[config.mk]
export PLATFORM = sky130hd
export DESIGN_NAME = lane_stats_seq
export DESIGN_NICKNAME = d
export VERILOG_FILES = /design/src/rtl/lane_stats_seq.sv
export SDC_FILE = /design/constraint.sdc
export NUM_CORES = 1
export LEC_CHECK = 0
export CAP_MARGIN = 20
export CORE_UTILIZATION = 25
export CTS_CLUSTER_DIAMETER = 120
export DETAILED_ROUTE_END_ITERATION = 6
export DONT_BUFFER_PORTS = 1
export GPL_ROUTABILITY_DRIVEN = 0
export RECOVER_POWER = 100
export SYNTH_ARGS = -nofsm -noshare
export SYNTH_HDL_FRONTEND = slang
export SYNTH_SLANG_ARGS = --single-unit
[constraint.sdc]
create_clock -name clk -period 2.8 [get_ports clk]
set_clock_uncertainty 0.15 [all_clocks]
set_input_delay 0.56 -clock clk [delete_from_list [all_inputs] [get_ports clk]]
set_output_delay 0.56 -clock clk [all_outputs]
set_load 0.02 [all_outputs]
[src/rtl/lane_stats_seq.sv]
// lane_stats_seq -- sequential lane statistics accelerator.
//
// Captures a, b and c on a start handshake, then walks the N_LANES lanes of
// a and b one lane per cycle. When the last lane has been processed it
// publishes four results and pulses done for one cycle:
//   x : maximum lane of a (unsigned; signed when LANE_STATS_SIGNED_MAX_EN)
//   y : XOR over all lanes of (a_i & b_i)
//   z : number of ones in c
//   w : XOR-reduce of ((c ^ (b_{N-1} & a_0)) | MASK)
// Results hold until the next completion.
//
// Optional build macro: LANE_STATS_SIGNED_MAX_EN selects a two's-complement
// comparison for x. Everything else is identical in both builds.
//
// Ports:
//   clk    in   rising-edge clock
//   rst_n  in   asynchronous active-low reset
//   start  in   request, accepted only while idle
//   a, b   in   N_LANES*LANE_W operands, lane 0 in the LSBs
//   c      in   LANE_W operand
//   busy   out  high while an operation is in progress
//   done   out  one-cycle pulse when x/y/z/w update
//   x, y   out  LANE_W results
//   z      out  popcount of c
//   w      out  masked parity bit
module lane_stats_seq #(
    parameter int                N_LANES = 2,
    parameter int                LANE_W  = 8,
    parameter logic [LANE_W-1:0] MASK    = LANE_W'('hAA)
) (
    input  logic                           clk,
    input  logic                           rst_n,
    input  logic                           start,
    input  logic [N_LANES*LANE_W-1:0]      a,
    input  logic [N_LANES*LANE_W-1:0]      b,
    input  logic [LANE_W-1:0]              c,
    output logic                           busy,
    output logic                           done,
    output logic [LANE_W-1:0]              x,
    output logic [LANE_W-1:0]              y,
    output logic [$clog2(LANE_W+1)-1:0]    z,
    output logic                           w
);

    localparam int ZW    = $clog2(LANE_W + 1);
    localparam int IDX_W = $clog2(N_LANES);
    localparam logic [IDX_W-1:0] LAST_IDX = IDX_W'(N_LANES - 1);

    typedef enum logic {IDLE, RUN} state_t;

    state_t                    state_q, state_d;
    logic [N_LANES*LANE_W-1:0] a_q, a_d;
    logic [N_LANES*LANE_W-1:0] b_q, b_d;
    logic [IDX_W-1:0]          idx_q, idx_d;
    logic [LANE_W-1:0]         max_q, max_d;
    logic [LANE_W-1:0]         yacc_q, yacc_d;
    logic [ZW-1:0]             zhold_q, zhold_d;
    logic                      whold_q, whold_d;
    logic [LANE_W-1:0]         x_q, x_d;
    logic [LANE_W-1:0]         y_q, y_d;
    logic [ZW-1:0]             z_q, z_d;
    logic                      w_q, w_d;
    logic                      done_q, done_d;

    logic [LANE_W-1:0] lane_a, lane_b;
    logic [LANE_W-1:0] max_new, y_new;
    logic              lane_gt;
    logic [ZW-1:0]     pop_c;
    logic              w_new;

    // Per-lane datapath for the lane currently indexed in RUN.
    always_comb begin
        lane_a = a_q[int'(idx_q)*LANE_W +: LANE_W];
        lane_b = b_q[int'(idx_q)*LANE_W +: LANE_W];
`ifdef LANE_STATS_SIGNED_MAX_EN
        lane_gt = $signed(lane_a) > $signed(max_q);
`else
        lane_gt = lane_a > max_q;
`endif
        // Strict compare: on a tie the earlier lane is kept.
        max_new = (idx_q == '0 || lane_gt) ? lane_a : max_q;
        y_new   = (idx_q == '0) ? (lane_a & lane_b) : (yacc_q ^ (lane_a & lane_b));
    end

    // z and w depend only on the operands, so they are computed from the
    // live inputs at capture time and parked until completion.
    always_comb begin
        pop_c = '0;
        for (int i = 0; i < LANE_W; i++) begin
            pop_c = pop_c + ZW'(c[i]);
        end
        w_new = ^((c ^ (b[(N_LANES-1)*LANE_W +: LANE_W] & a[LANE_W-1:0])) | MASK);
    end

    // NOTE: every signal driven here gets a default first, so no path leaves
    // one unassigned and no latch is inferred.
    always_comb begin
        state_d = state_q;
        a_d     = a_q;
        b_d     = b_q;
        idx_d   = idx_q;
        max_d   = max_q;
        yacc_d  = yacc_q;
        zhold_d = zhold_q;
        whold_d = whold_q;
        x_d     = x_q;
        y_d     = y_q;
        z_d     = z_q;
        w_d     = w_q;
        done_d  = 1'b0;

        unique case (state_q)
            IDLE: begin
                if (start) begin
                    a_d     = a;
                    b_d     = b;
                    idx_d   = '0;
                    zhold_d = pop_c;
                    whold_d = w_new;
                    state_d = RUN;
                end
            end
            RUN: begin
                max_d  = max_new;
                yacc_d = y_new;
                if (idx_q == LAST_IDX) begin
                    x_d     = max_new;
                    y_d     = y_new;
                    z_d     = zhold_q;
                    w_d     = whold_q;
                    done_d  = 1'b1;
                    idx_d   = '0;
                    state_d = IDLE;
                end else begin
                    idx_d = idx_q + IDX_W'(1);
                end
            end
            default: state_d = IDLE;
        endcase
    end

    // NOTE: sequential state uses non-blocking assignments so every flop
    // samples the pre-edge value of every other flop.
    always_ff @(posedge clk or negedge rst_n) begin
        if (!rst_n) begin
            state_q <= IDLE;
            a_q     <= '0;
            b_q     <= '0;
            idx_q   <= '0;
            max_q   <= '0;
            yacc_q  <= '0;
            zhold_q <= '0;
            whold_q <= 1'b0;
            x_q     <= '0;
            y_q     <= '0;
            z_q     <= '0;
            w_q     <= 1'b0;
            done_q  <= 1'b0;
        end else begin
            state_q <= state_d;
            a_q     <= a_d;
            b_q     <= b_d;
            idx_q   <= idx_d;
            max_q   <= max_d;
            yacc_q  <= yacc_d;
            zhold_q <= zhold_d;
            whold_q <= whold_d;
            x_q     <= x_d;
            y_q     <= y_d;
            z_q     <= z_d;
            w_q     <= w_d;
            done_q  <= done_d;
        end
    end

    assign busy = (state_q == RUN);
    assign done = done_q;
    assign x    = x_q;
    assign y    = y_q;
    assign z    = z_q;
    assign w    = w_q;

endmodule

# --- Yosys cells after proc, flatten, opt, wreduce, memory -nomap -nowiden ---
# Cells that the tools add are included.
totals:
  reg_bits: 77
  latchBits: 0
  ramBits: 0
  mem_bits_ro: 0
  inputBits: 43
  output_inout_bits: 23
  elab_cells: 45
  n_memories: 0
op_classes:
  add_sub_neg: 8
  n_mul: 0
  div_mod_pow: 0
  magnitude_cmp: 1
  n_eq_ne: 1
  n_shift: 2
  n_mux: 10
  bitwise_logic: 6
  reduce_logical: 4
ops:
  columns: ["operator", "n"]
  rows:
  - ["$shiftx A16 B5 Y8", 2]
  - ["$add A4 B1 Y4", 4]
  - ["$mux W8", 2]
  - ["$and A8 B8 Y8", 1]
  - ["$gt A8 B8 Y1", 1]
  - ["$reduce_xor A8 Y1", 1]
  - ["$xor A8 B8 Y8", 1]
  - ["$and A7 B7 Y7", 1]
  - ["$xor A7 B7 Y7", 1]
  - ["$mux W1", 6]
  - ["$add A3 B1 Y4", 1]
  - ["$pmux W1 S2", 2]
  - ["$reduce_and A2 Y1", 2]
  - ["$add A2 B1 Y3", 1]
  - ["$add A1 B1 Y2", 1]
  - ["$ne A2 B2 Y1 const B", 1]
  - ["$not A1 Y1", 2]
  - ["$add A1 B1 Y1 const B", 1]
  - ["$logic_or A1 B1 Y1", 1]

# --- Logic depth before layout (Yosys ltp) ---
# Gate-level depths: netlist of run 1.
logic_depth:
  depth_word: 7
  ltp_mapped: 11
  ltp_nobuf: 10

# --- Least setup slack after synthesis of run 1 ---
# OpenSTA, ideal clock, no wires.
synth_timing:
  kind: "in2reg"
  startpoint: "input c[0]"
  endpoint: "register zhold_q[2]"
  setup_ps: 83
  t_arrival_ps: 2848
  required_ps: 2567
  path_slack_ps: -280
  path_stages: 10
  path_buffers: 0
  path_cell_list: "inv_1 -> fa_1 -> fa_1 -> fa_1 -> inv_1 -> ha_1 -> inv_1 -> fa_1 -> xor2_1 -> o21ai_0"
synth_via:
  elab_chain_len: 7
synth_rtl:
  columns: ["element", "line", "source"]
  rows:
  - ["start, declared", "36", "input logic [LANE_W-1:0] c,"]
  - ["$add A1 B1 Y2", "90", "pop_c = pop_c + ZW'(c[i]);"]
  - ["$add A2 B1 Y3", "90", null]
  - ["$add A3 B1 Y4", "90", null]
  - ["$add A4 B1 Y4 (4 in series)", "90", null]
  - ["end signal, assigned", "166", "zhold_q <= zhold_d;"]
  - ["end, declared", "57", "logic [ZW-1:0] zhold_q, zhold_d;"]
# Every way passes these cells.
# A chain may end at the register's enable or synchronous reset.

# --- Worst setup path in the final report of run 1 ---
layout_timing:
  startpoint: "input c[0]"
  endpoint: "register zhold_q[1]"
# Same word-level chain as after synthesis.

==> impl_metrics.tcl, run 1 <==
set metrics [dict create \
    port_buffers 0 \
    clock_sinks 77 \
    die_h_um 124 \
    critPathLaunchType "input pin" \
    async_flop_share 1.00 \
    min_from "b[10]" \
    dr.first_iter.drc_count 77 \
    drt_pass1_iterations 4 \
    synthCells 414 \
    period_needed_ns 2.78 \
    cts_buffers 9 \
    holdPathEnd "b_q[10]$_DFFE_PN0P_" \
    rows 44 \
    comb_power_share 0.403 \
    vias_per_cell 4.39 \
    io_pins 66 \
    period_share 0.993 \
    die_w_um 124 \
    hp-class "in2reg" \
    switching_share 0.410 \
    postSynthAreaPerCell_um2 9.04 \
    reg2reg_slack_ns 0.08 \
    grt_max_degree 78 \
    synth_seq_cells 77 \
    clkPwrFrac 0.208 \
    synth-main-ff-cell "dfrtp_1" \
    ir_drop_mv 0.364 \
    wl_um 8660 \
    cp_max_fo 2 \
    synth_edf_count 0 \
    maxCapViolCount 0 \
    cp-end-kind "flop" \
    nets 477 \
    syn_nets 472 \
    cts_tree "yes" \
    dp_hpwl_um 6380 \
    powerDensity_mw_per_mm2 1310 \
    grt_usage 0.122 \
    ys.warnings.count 0 \
    p_leak_nw 2.03 \
    nFillCells 1519 \
    drive_above_1_share 0.125 \
    areaGrowthSynthToFinish_pct 15.3 \
    power.switching_mw 2.32 \
    die_area_mm2 0.0155 \
    syn-cell-area_mm2 0.00374 \
    relSlewSlack 0.302 \
    crit_type "in2reg" \
    ant_nets 0 \
    hold_viol 0 \
    ys_types 32 \
    cp_data_arrival_time_ns 2.85 \
    diodes 0 \
    core_mm2 0.0146 \
    fin_area_mm2 0.00432 \
    cts_root_buf "clkbuf_16" \
    worstSkewPairLatency_ns 0.34 \
    vias 2667 \
    power.internal_mw 3.33 \
    grt_pass1_vias 2880 \
    r2r_start "idx_q$_DFFE_PN0P_" \
    status "finished clean" \
    yosysSeqAreaShare 0.515 \
    rr_worst_depth 8 \
    setup_viol 0 \
    antenna_found_initial 0 \
    gr-total-overflow 0 \
    initial_utilization 0.257 \
    clock_path_buffers 2 \
    post_dp_cell_area_mm2 0.00399 \
    hold_depth 2 \
    grt_pass1_wl_um 14900 \
    whs_ns 0.173 \
    rsz0062_at_grt "true" \
    pwr-share-seq 0.389 \
    drv_slew 0 \
    clk_pin_slew_ns 0.06 \
    drc_errors 0 \
    timing.rr.end "max_q[6]$_DFFE_PN0P_" \
    crit_required_ns 2.87 \
    avgRoutedWirePerCell_um 14.3 \
    worstMarginPinSlew_ns 1.05 \
    fmax_mhz 360 \
    h-tree-depth 3 \
]
state kept, by name, indices dropped and copies added, names as in the netlist:
register	cells
w	1
whold_q	1
y	8
done	1
a_q	16
z	4
x	8
b_q	16
zhold_q	4
max_q	8
busy	1
yacc_q	8
idx_q	1
metal layers:
| metal | part of all wire | global-route usage |
|---|---|---|
| met5 | 0 | 0 |
| met4 | 0.016 | 0.0446 |
| met3 | 0.062 | 0.0430 |
| met2 | 0.47 | 0.193 |
| met1 | 0.45 | 0.153 |
area by class of cell:
| type | count | area, um^2 | share of cell area |
|---|---|---|---|
| Clock buffer | 10 | 239 | 0.0554 |
| Clock inverter | 5 | 61.3 | 0.0142 |
| Inverter | 22 | 90.1 | 0.0209 |
| Multi-Input combinational cell | 294 | 1660 | 0.384 |
| Sequential cell | 77 | 1930 | 0.447 |
| Tap cell | 184 | 230 | 0.0533 |
| Timing Repair Buffer | 15 | 113 | 0.0261 |
Yosys cell counts, drive strengths merged, types with 3 or more instances:
cell    number  area [um^2]
nand2      165          619
dfrtp       77         1930
inv         22         82.6
a21oi       20          104
nor2        19         71.3
clkbuf      16         60.1
xnor2       15          131
mux2        14          158
o21ai       13         65.1
ha          11          138
nand4        9         62.6
o211ai       8         65.1
buf          5         35.0
fa           4         80.1
nand2b       3         18.8
nor2b        3         21.3
through the flow:
step                worst slack (ns)  std cells  utilization  setup TNS (ns)  power [mW]
floorplan                     -0.268        414            -          -0.486        3.87
CTS                           0.0359        606        0.297               0        5.70
finish                        0.0195        607        0.296               0        5.66
global route                 -0.0427        607        0.296          -0.286        6.17
global placement              -0.305        589        0.274          -0.551        4.35
detailed placement            -0.397        589        0.274          -0.693        4.47
what timing repair did:
item,in CTS,in global routing
pin swaps,0,3
gates resized for setup,2,8
endpoints found under the hold margin,77,0
setup endpoints to repair,1,9
buffers inserted,0,1
hold buffers,2,0
how the worst max path moves through the flow:
| stage | start | end | depth (start not counted) |
|---|---|---|---|
| after detailed placement | c[0] | zhold_q[2]$_DFFE_PN0P_ | 10 |
| after floorplan | c[0] | zhold_q[2]$_DFFE_PN0P_ | 10 |
| after global placement | c[0] | zhold_q[2]$_DFFE_PN0P_ | 10 |
| after global routing | c[0] | zhold_q[2]$_DFFE_PN0P_ | 10 |
| final | c[0] | zhold_q[1]$_DFFE_PN0P_ | 9 |
| after CTS | c[0] | zhold_q[1]$_DFFE_PN0P_ | 9 |
logic make-up after synthesis:
family	after synthesis	share of synthesized area
multiplexers	15	0.0448
buffers and inverters	43	0.0475
AO/OA/AOI/OAI	47	0.0819
AND/OR/NAND/NOR	201	0.216
adder cells (fa/ha/maj)	15	0.0582
flip-flops	77	0.515
XOR/XNOR	16	0.0374
layout by cell type, fill, tap and decap left out, types with 2 or more instances in the layout:
| cell | netlist | routed |
|---|---|---|
| a21oi_1 | 19 | 18 |
| a21oi_2 | 1 | 2 |
| buf_4 | 0 | 8 |
| clkbuf_1 | 16 | 4 |
| clkbuf_16 | 0 | 9 |
| clkinvlp_4 | 0 | 3 |
| dfrtp_1 | 77 | 77 |
| fa_1 | 4 | 3 |
| ha_1 | 11 | 10 |
| inv_1 | 22 | 19 |
| inv_2 | 0 | 2 |
| mux2_2 | 14 | 13 |
| nand2_1 | 165 | 165 |
| nand2b_1 | 3 | 3 |
| nand4_1 | 8 | 8 |
| nor2_1 | 19 | 19 |
| nor2b_1 | 2 | 2 |
| o211ai_1 | 7 | 7 |
| o21ai_0 | 13 | 10 |
| o21ai_1 | 0 | 3 |
| xnor2_1 | 15 | 15 |
critical path: stages:
cell	delay (ns)
inv_8	0.01
fa_1	0.54
fa_1	0.43
fa_1	0.43
inv_1	0.07
ha_2	0.18
inv_2	0.04
fa_2	0.51
o21ai_1	0.07
power groups by stage:
stage	Combinational [mW]	Clock, mW	Sequential [mW]
after CTS	2.28	1.21	2.21
after floorplan	1.79	0	2.07
after detailed placement	2.24	0	2.23
after global placement	2.15	0	2.21
after global routing	2.62	1.26	2.29
final	2.28	1.17	2.20
No activity file was read; power rests on OpenSTA's default activity.
==> run 2, diff against run 1 <==
--- a/config.mk
+++ b/config.mk
@@ -5,6 +5,7 @@
 export SDC_FILE = /design/constraint.sdc
 export NUM_CORES = 1
 export LEC_CHECK = 0
+export ABC_AREA = 1
 export CAP_MARGIN = 20
 export CORE_UTILIZATION = 25
 export CTS_CLUSTER_DIAMETER = 120
==> run 2 against run 1 <==
Final cell count increased by 14%. Combinational power increased by 11%. Power increased by 2.5%. Global-route usage about the same. Non-clock buffer count decreased by 7. Via count increased by 8.1%. Die area increased by 6.4%. First-iteration DRC count increased by 92%. Sequential cell count unchanged. Core utilization decreased by 0.47 points. Design area increased by 3.7%. Critical endpoint unchanged. Largest cell class unchanged.
==> impl_metrics.tcl, run 2 <==
set metrics [dict create \
    crit_top_cell "fa_1" \
    dp_hpwl_um 6700 \
    ant_nets 0 \
    async_flop_share 1.00 \
    io_pins 66 \
    crit_start "c[0]" \
    drive_above_1_share 0.116 \
    avgRoutedWirePerCell_um 13.3 \
    core_mm2 0.0154 \
    rsz0062_at_grt "true" \
    synth_common_cells "nand2_1, dfrtp_1, inv_1, o21ai_1, nand3_1" \
    areaGrowthSynthToFinish_pct 12.2 \
    gr-total-overflow 0 \
    cp-endpoint "zhold_q[1]$_DFFE_PN0P_" \
    fmax_mhz 361 \
    rows 45 \
    post_cts_buffers 0 \
    ys.warnings.count 0 \
    top_regs "a_q (16), b_q (16)" \
    synth-main-ff-cell "dfrtp_1" \
    grt_pass1_wl_um 15300 \
    hp-class "in2reg" \
    period_share 0.989 \
    post_dp_cell_area_mm2 0.00419 \
    maxCapViolCount 0 \
    rr_worst_depth 12 \
    yosysTopAreaCell "dfrtp_1" \
    reg2reg_slack_ns 0.25 \
    fin_tns_setup_ns 0 \
    timing.rr.end "x[0]$_DFFE_PN0P_" \
    crit_required_ns 2.87 \
    synth_seq_cells 77 \
    relSlewSlack 0.285 \
    yosysMostFrequentCell "nand2_1" \
    worstSkewPairLatency_ns 0.35 \
    path_cells "inv_12 > fa_1 > fa_1 > fa_1 > inv_1 > ha_2 > inv_2 > fa_2 > o21ai_1" \
    vias_per_cell 4.16 \
    die_h_um 128 \
    crit_type "in2reg" \
    cp_max_fo 2 \
    crit_slowest_cell "fa_1" \
    layout_common_cells "nand2_1, dfrtp_1, inv_1, nand3_1, o21ai_0" \
    cp-end-kind "flop" \
    syn-cell-area_mm2 0.00399 \
    synth_edf_count 0 \
    h-tree-depth 3 \
    powerDensity_mw_per_mm2 1300 \
    ir_drop_mv 0.345 \
    diodes 0 \
    cp_data_arrival_time_ns 2.84 \
    postSynthAreaPerCell_um2 8.36 \
    vias 2882 \
    antenna_found_initial 0 \
    dr.first_iter.drc_count 148 \
    clock_path_buffers 2 \
    grt_pass1_vias 2943 \
    status "finished clean" \
    synth.top_cells.by_area "dfrtp_1, nand2_1, inv_1" \
    initial_utilization 0.260 \
    cts_tree "yes" \
    yosysSeqAreaShare 0.483 \
    nets 534 \
    critPathLaunchType "input pin" \
    die_area_mm2 0.0165 \
    cts_root_buf "clkbuf_16" \
    synthCells 477 \
    synth_top_cell_area_share 0.483 \
    fin_area_mm2 0.00447 \
    grt_max_degree 78 \
    period_needed_ns 2.77 \
    clk_pin_slew_ns 0.06 \
    fin_cells 692 \
    ys_types 27 \
    drt_pass1_iterations 4 \
    dp_cells 674 \
    drv_slew 0 \
    r2r_start "idx_q$_DFFE_PN0P_" \
    port_buffers 0 \
    max_stage_delay_ns 0.54 \
    clock_sinks 77 \
    layout_commonest_cell "nand2_1" \
    grt_usage 0.122 \
    cts_buffers 9 \
    wl_um 9220 \
    worstMarginPinSlew_ns 1.07 \
    drc_errors 0 \
    setup_viol 0 \
    total_power_mw 5.80 \
    die_w_um 128 \
    hold_viol 0 \
    syn_nets 535 \
    p_leak_nw 2.25 \
]
## run 2: changes by cell type after synthesis, moves of 11 or more
| cell | change |
|---|---|
| nand2_1 | +34 |
| o21ai_1 | +32 |
| inv_1 | +24 |
| nand3_1 | +24 |
| nor2_1 | -17 |
| nand2_2 | +16 |
| a21oi_1 | -15 |
| mux2_2 | -14 |
| clkbuf_1 | -13 |
| o21ai_0 | -13 |
| xnor2_1 | -13 |
| buf_2 | +11 |
## run 2: logic make-up (layout without fill, tap and decap cells)
logic type	count (synthesis)	in the layout	synth area share
flops	77	77	0.483
compound gates	46	46	0.0734
simple gates	246	246	0.256
fa+ha+maj	15	15	0.0546
xor+xnor	17	17	0.0505
buf+inv	76	80	0.0828
## run 2: final cells by class
class                           count  area [um^2]
Timing Repair Buffer                8         58.8
Tap cell                          211          264
Sequential cell                    77         1930
Clock buffer                        9          225
Clock inverter                      7         72.6
Fill cell                        1652        10900
Inverter                           56          223
Multi-Input combinational cell    324         1700
## run 2: how the worst min path moves through the flow
stage / from / to / slack, ns / cells after the start
floorplan: rst_n / a_q[0]$_DFFE_PN0P_ / 0.11 / 0
detailed placement: rst_n / x[1]$_DFFE_PN0P_ / 0.12 / 0
global route: b[14] / b_q[14]$_DFFE_PN0P_ / 0.18 / 2
global placement: rst_n / x[1]$_DFFE_PN0P_ / 0.12 / 0
finish: b[14] / b_q[14]$_DFFE_PN0P_ / 0.18 / 2
CTS: b[14] / b_q[14]$_DFFE_PN0P_ / 0.17 / 2
## run 2: through the flow
stage / worst slack [ns] / hold WS (ns) / utilization
2_1_floorplan: -0.248 / 0.114 / -
3_3_place_gp: -0.309 / 0.120 / 0.273
3_5_place_dp: -0.333 / 0.120 / 0.273
4_1_cts: 0.0169 / 0.174 / 0.295
5_1_grt: -0.0494 / 0.177 / 0.291
6_report: 0.0307 / 0.185 / 0.291
## run 2: routing by layer
layer / vias up / wire length, um / global-route usage
li1: 1457 / - / -
met1: 1347 / 4250 / 0.156
met2: 66 / 4170 / 0.190
met3: 12 / 674 / 0.0417
met4: 0 / 136 / 0.0498
met5: - / 0 / 0
## run 2: critical path: cells and delay by family
kind / cells / cell delay (ns)
AOI/OAI and AO/OA: 1 / 0.06
adders and majority gates: 5 / 2.08
buffers and inverters: 3 / 0.13
## run 2: timing repair
| item | in CTS | in global routing |
|---|---|---|
| resized for setup | 0 | 1 |
| endpoints found under the hold margin | 77 | 0 |
| hold buffers | 2 | 0 |
| endpoints found under the setup margin | 0 | 2 |
## run 2: power by group
part | internal (mW) | switching, mW | leakage (nW) | total, mW
sequential | 1.63 | 0.462 | 0.965 | 2.10
combinational | 0.882 | 1.64 | 1.14 | 2.52
clock | 0.693 | 0.486 | 0.142 | 1.18
total | 3.21 | 2.59 | 2.25 | 5.80
==> run 3, diff against run 2 <==
--- a/config.mk
+++ b/config.mk
@@ -5,7 +5,6 @@
 export SDC_FILE = /design/constraint.sdc
 export NUM_CORES = 1
 export LEC_CHECK = 0
-export ABC_AREA = 1
 export CAP_MARGIN = 20
 export CORE_UTILIZATION = 25
 export CTS_CLUSTER_DIAMETER = 120
@@ -13,6 +12,7 @@
 export DONT_BUFFER_PORTS = 1
 export GPL_ROUTABILITY_DRIVEN = 0
 export RECOVER_POWER = 100
+export SETUP_SLACK_MARGIN = 0.5
 export SYNTH_ARGS = -nofsm -noshare
 export SYNTH_HDL_FRONTEND = slang
 export SYNTH_SLANG_ARGS = --single-unit
==> run 3 against run 2 <==
The flow now finishes with violations (negative hold slack). Count of clock-buffer cells in the layout up 1. Core utilization up 2.4 points. Via count down 5.6%. Power up 12%. Largest power group unchanged. Highest routed layer unchanged.
==> impl_metrics.tcl, run 3 (synthesis gave the netlist of run 1 again) <==
set metrics [dict create \
    areaGrowthSynthToFinish_pct 22.8 \
    ir_drop_mv 0.349 \
    crit_slowest_cell "fa_1" \
    multi_input_area_mm2 0.00182 \
    seq_area_mm2 0.00193 \
    diodes 0 \
    core_mm2 0.0146 \
    clock_path_buffers 2 \
    crit_top_cell "fa_1" \
    vias 2721 \
    grt_usage 0.122 \
    fin_area_mm2 0.00460 \
    period_needed_ns 2.76 \
    crit_required_ns 2.86 \
    post_dp_cell_area_mm2 0.00409 \
    worstMarginPinSlew_ns 1.30 \
    timing.rr.end "x[2]$_DFFE_PN0P_" \
    antenna_found_initial 0 \
    rr_worst_depth 9 \
    initial_utilization 0.257 \
    die_w_um 124 \
    reg2reg_slack_ns 0.12 \
    relSlewSlack 0.132 \
    rows 44 \
    clock_sinks 77 \
    max_stage_delay_ns 0.55 \
    cts_tree "yes" \
    cpLargestDelayFamily "adder cells" \
    fmax_mhz 363 \
    grt_pass1_wl_um 14900 \
    rsz0062_at_grt "true" \
    gr-total-overflow 0 \
    port_buffers 0 \
    cp_max_fo 2 \
    maxCapViolCount 0 \
    ant_nets 0 \
    r2r_start "idx_q$_DFFE_PN0P_" \
    total_power_mw 6.46 \
    drv_slew 0 \
    die_area_mm2 0.0155 \
    nFillCells 1470 \
    p_leak_nw 2.16 \
    layout_commonest_cell "nand2_1" \
    cts_root_buf "clkbuf_16" \
    wl_um 8810 \
    h-tree-depth 3 \
    path_cells "inv_8 > fa_1 > fa_1 > fa_1 > inv_2 > ha_4 > inv_2 > fa_2 > o21ai_1" \
    dr.first_iter.drc_count 75 \
    cp-end-kind "flop" \
    drive_above_1_share 0.176 \
    hp-class "in2async" \
    fin_tns_setup_ns 0 \
    grt_pass1_vias 2862 \
    powerDensity_mw_per_mm2 1410 \
    violations "negative hold slack" \
    cts_buffers 9 \
    status "finished with violations" \
    hold_viol 77 \
    period_share 0.984 \
    grt_max_degree 78 \
    die_h_um 124 \
    io_pins 66 \
    dp_hpwl_um 6200 \
    crit_type "in2reg" \
    avgRoutedWirePerCell_um 14.3 \
    critPathLaunchType "input pin" \
    drc_errors 0 \
    worstSkewPairLatency_ns 0.33 \
    crit_buf_inv 3 \
    clk_pin_slew_ns 0.06 \
    vias_per_cell 4.42 \
    top_regs "a_q (16), b_q (16)" \
    whs_ns -0.231 \
    cp_data_arrival_time_ns 2.81 \
    drt_pass1_iterations 4 \
    nets 485 \
    layout_common_cells "nand2_1, dfrtp_1, inv_1, a21oi_1, nor2_1" \
    setup_viol 0 \
    path_depth 9 \
]
==> run 3: stage by stage <==
| step | util | instances | hold slack (ns) | setup slack [ns] |
|---|---|---|---|---|
| floorplan | - | 414 | 0.114 | -0.246 |
| global placement | 0.280 | 587 | 0.118 | -0.282 |
| detailed placement | 0.280 | 587 | 0.119 | -0.354 |
| CTS | 0.319 | 616 | -0.242 | 0.0211 |
| global route | 0.315 | 616 | -0.256 | -0.0348 |
| finish | 0.315 | 616 | -0.231 | 0.0435 |
==> run 3: worst max-delay path by stage <==
stage	from	end	slack, ns
after floorplan	c[0]	zhold_q[2]$_DFFE_PN0P_	-0.25
after global routing	c[0]	zhold_q[2]$_DFFE_PN0P_	-0.03
final	c[0]	zhold_q[1]$_DFFE_PN0P_	0.04
after detailed placement	c[0]	zhold_q[2]$_DFFE_PN0P_	-0.35
after global placement	c[0]	zhold_q[2]$_DFFE_PN0P_	-0.28
after CTS	c[0]	zhold_q[2]$_DFFE_PN0P_	0.02
==> run 3: final cells by class <==
type                            count  area share
Sequential cell                    77       0.419
Clock buffer                       10      0.0520
Timing Repair Buffer               23      0.0449
Multi-Input combinational cell    294       0.396
Tap cell                          184      0.0501
Inverter                           22      0.0196
Clock inverter                      6      0.0188
==> run 3: per-layer routing <==
layer,routed length (um),track usage
met5,0,0
met4,86,0.0361
met3,664,0.0473
met2,3840,0.177
met1,4220,0.166
==> run 3: what timing repair did <==
item	in CTS	in global routing
buffers inserted	12	0
setup endpoints to repair	20	20
resized for setup	18	4
endpoints found under the hold margin	77	77
gates cloned	1	0
pin swaps	9	3
==> run 3: where the power goes <==
group          leakage, nW  switching [mW]  total (mW)  internal, mW
registers            0.962           0.560        2.21          1.65
logic                 1.04            1.49        2.99          1.50
clock network        0.158           0.460        1.26         0.803
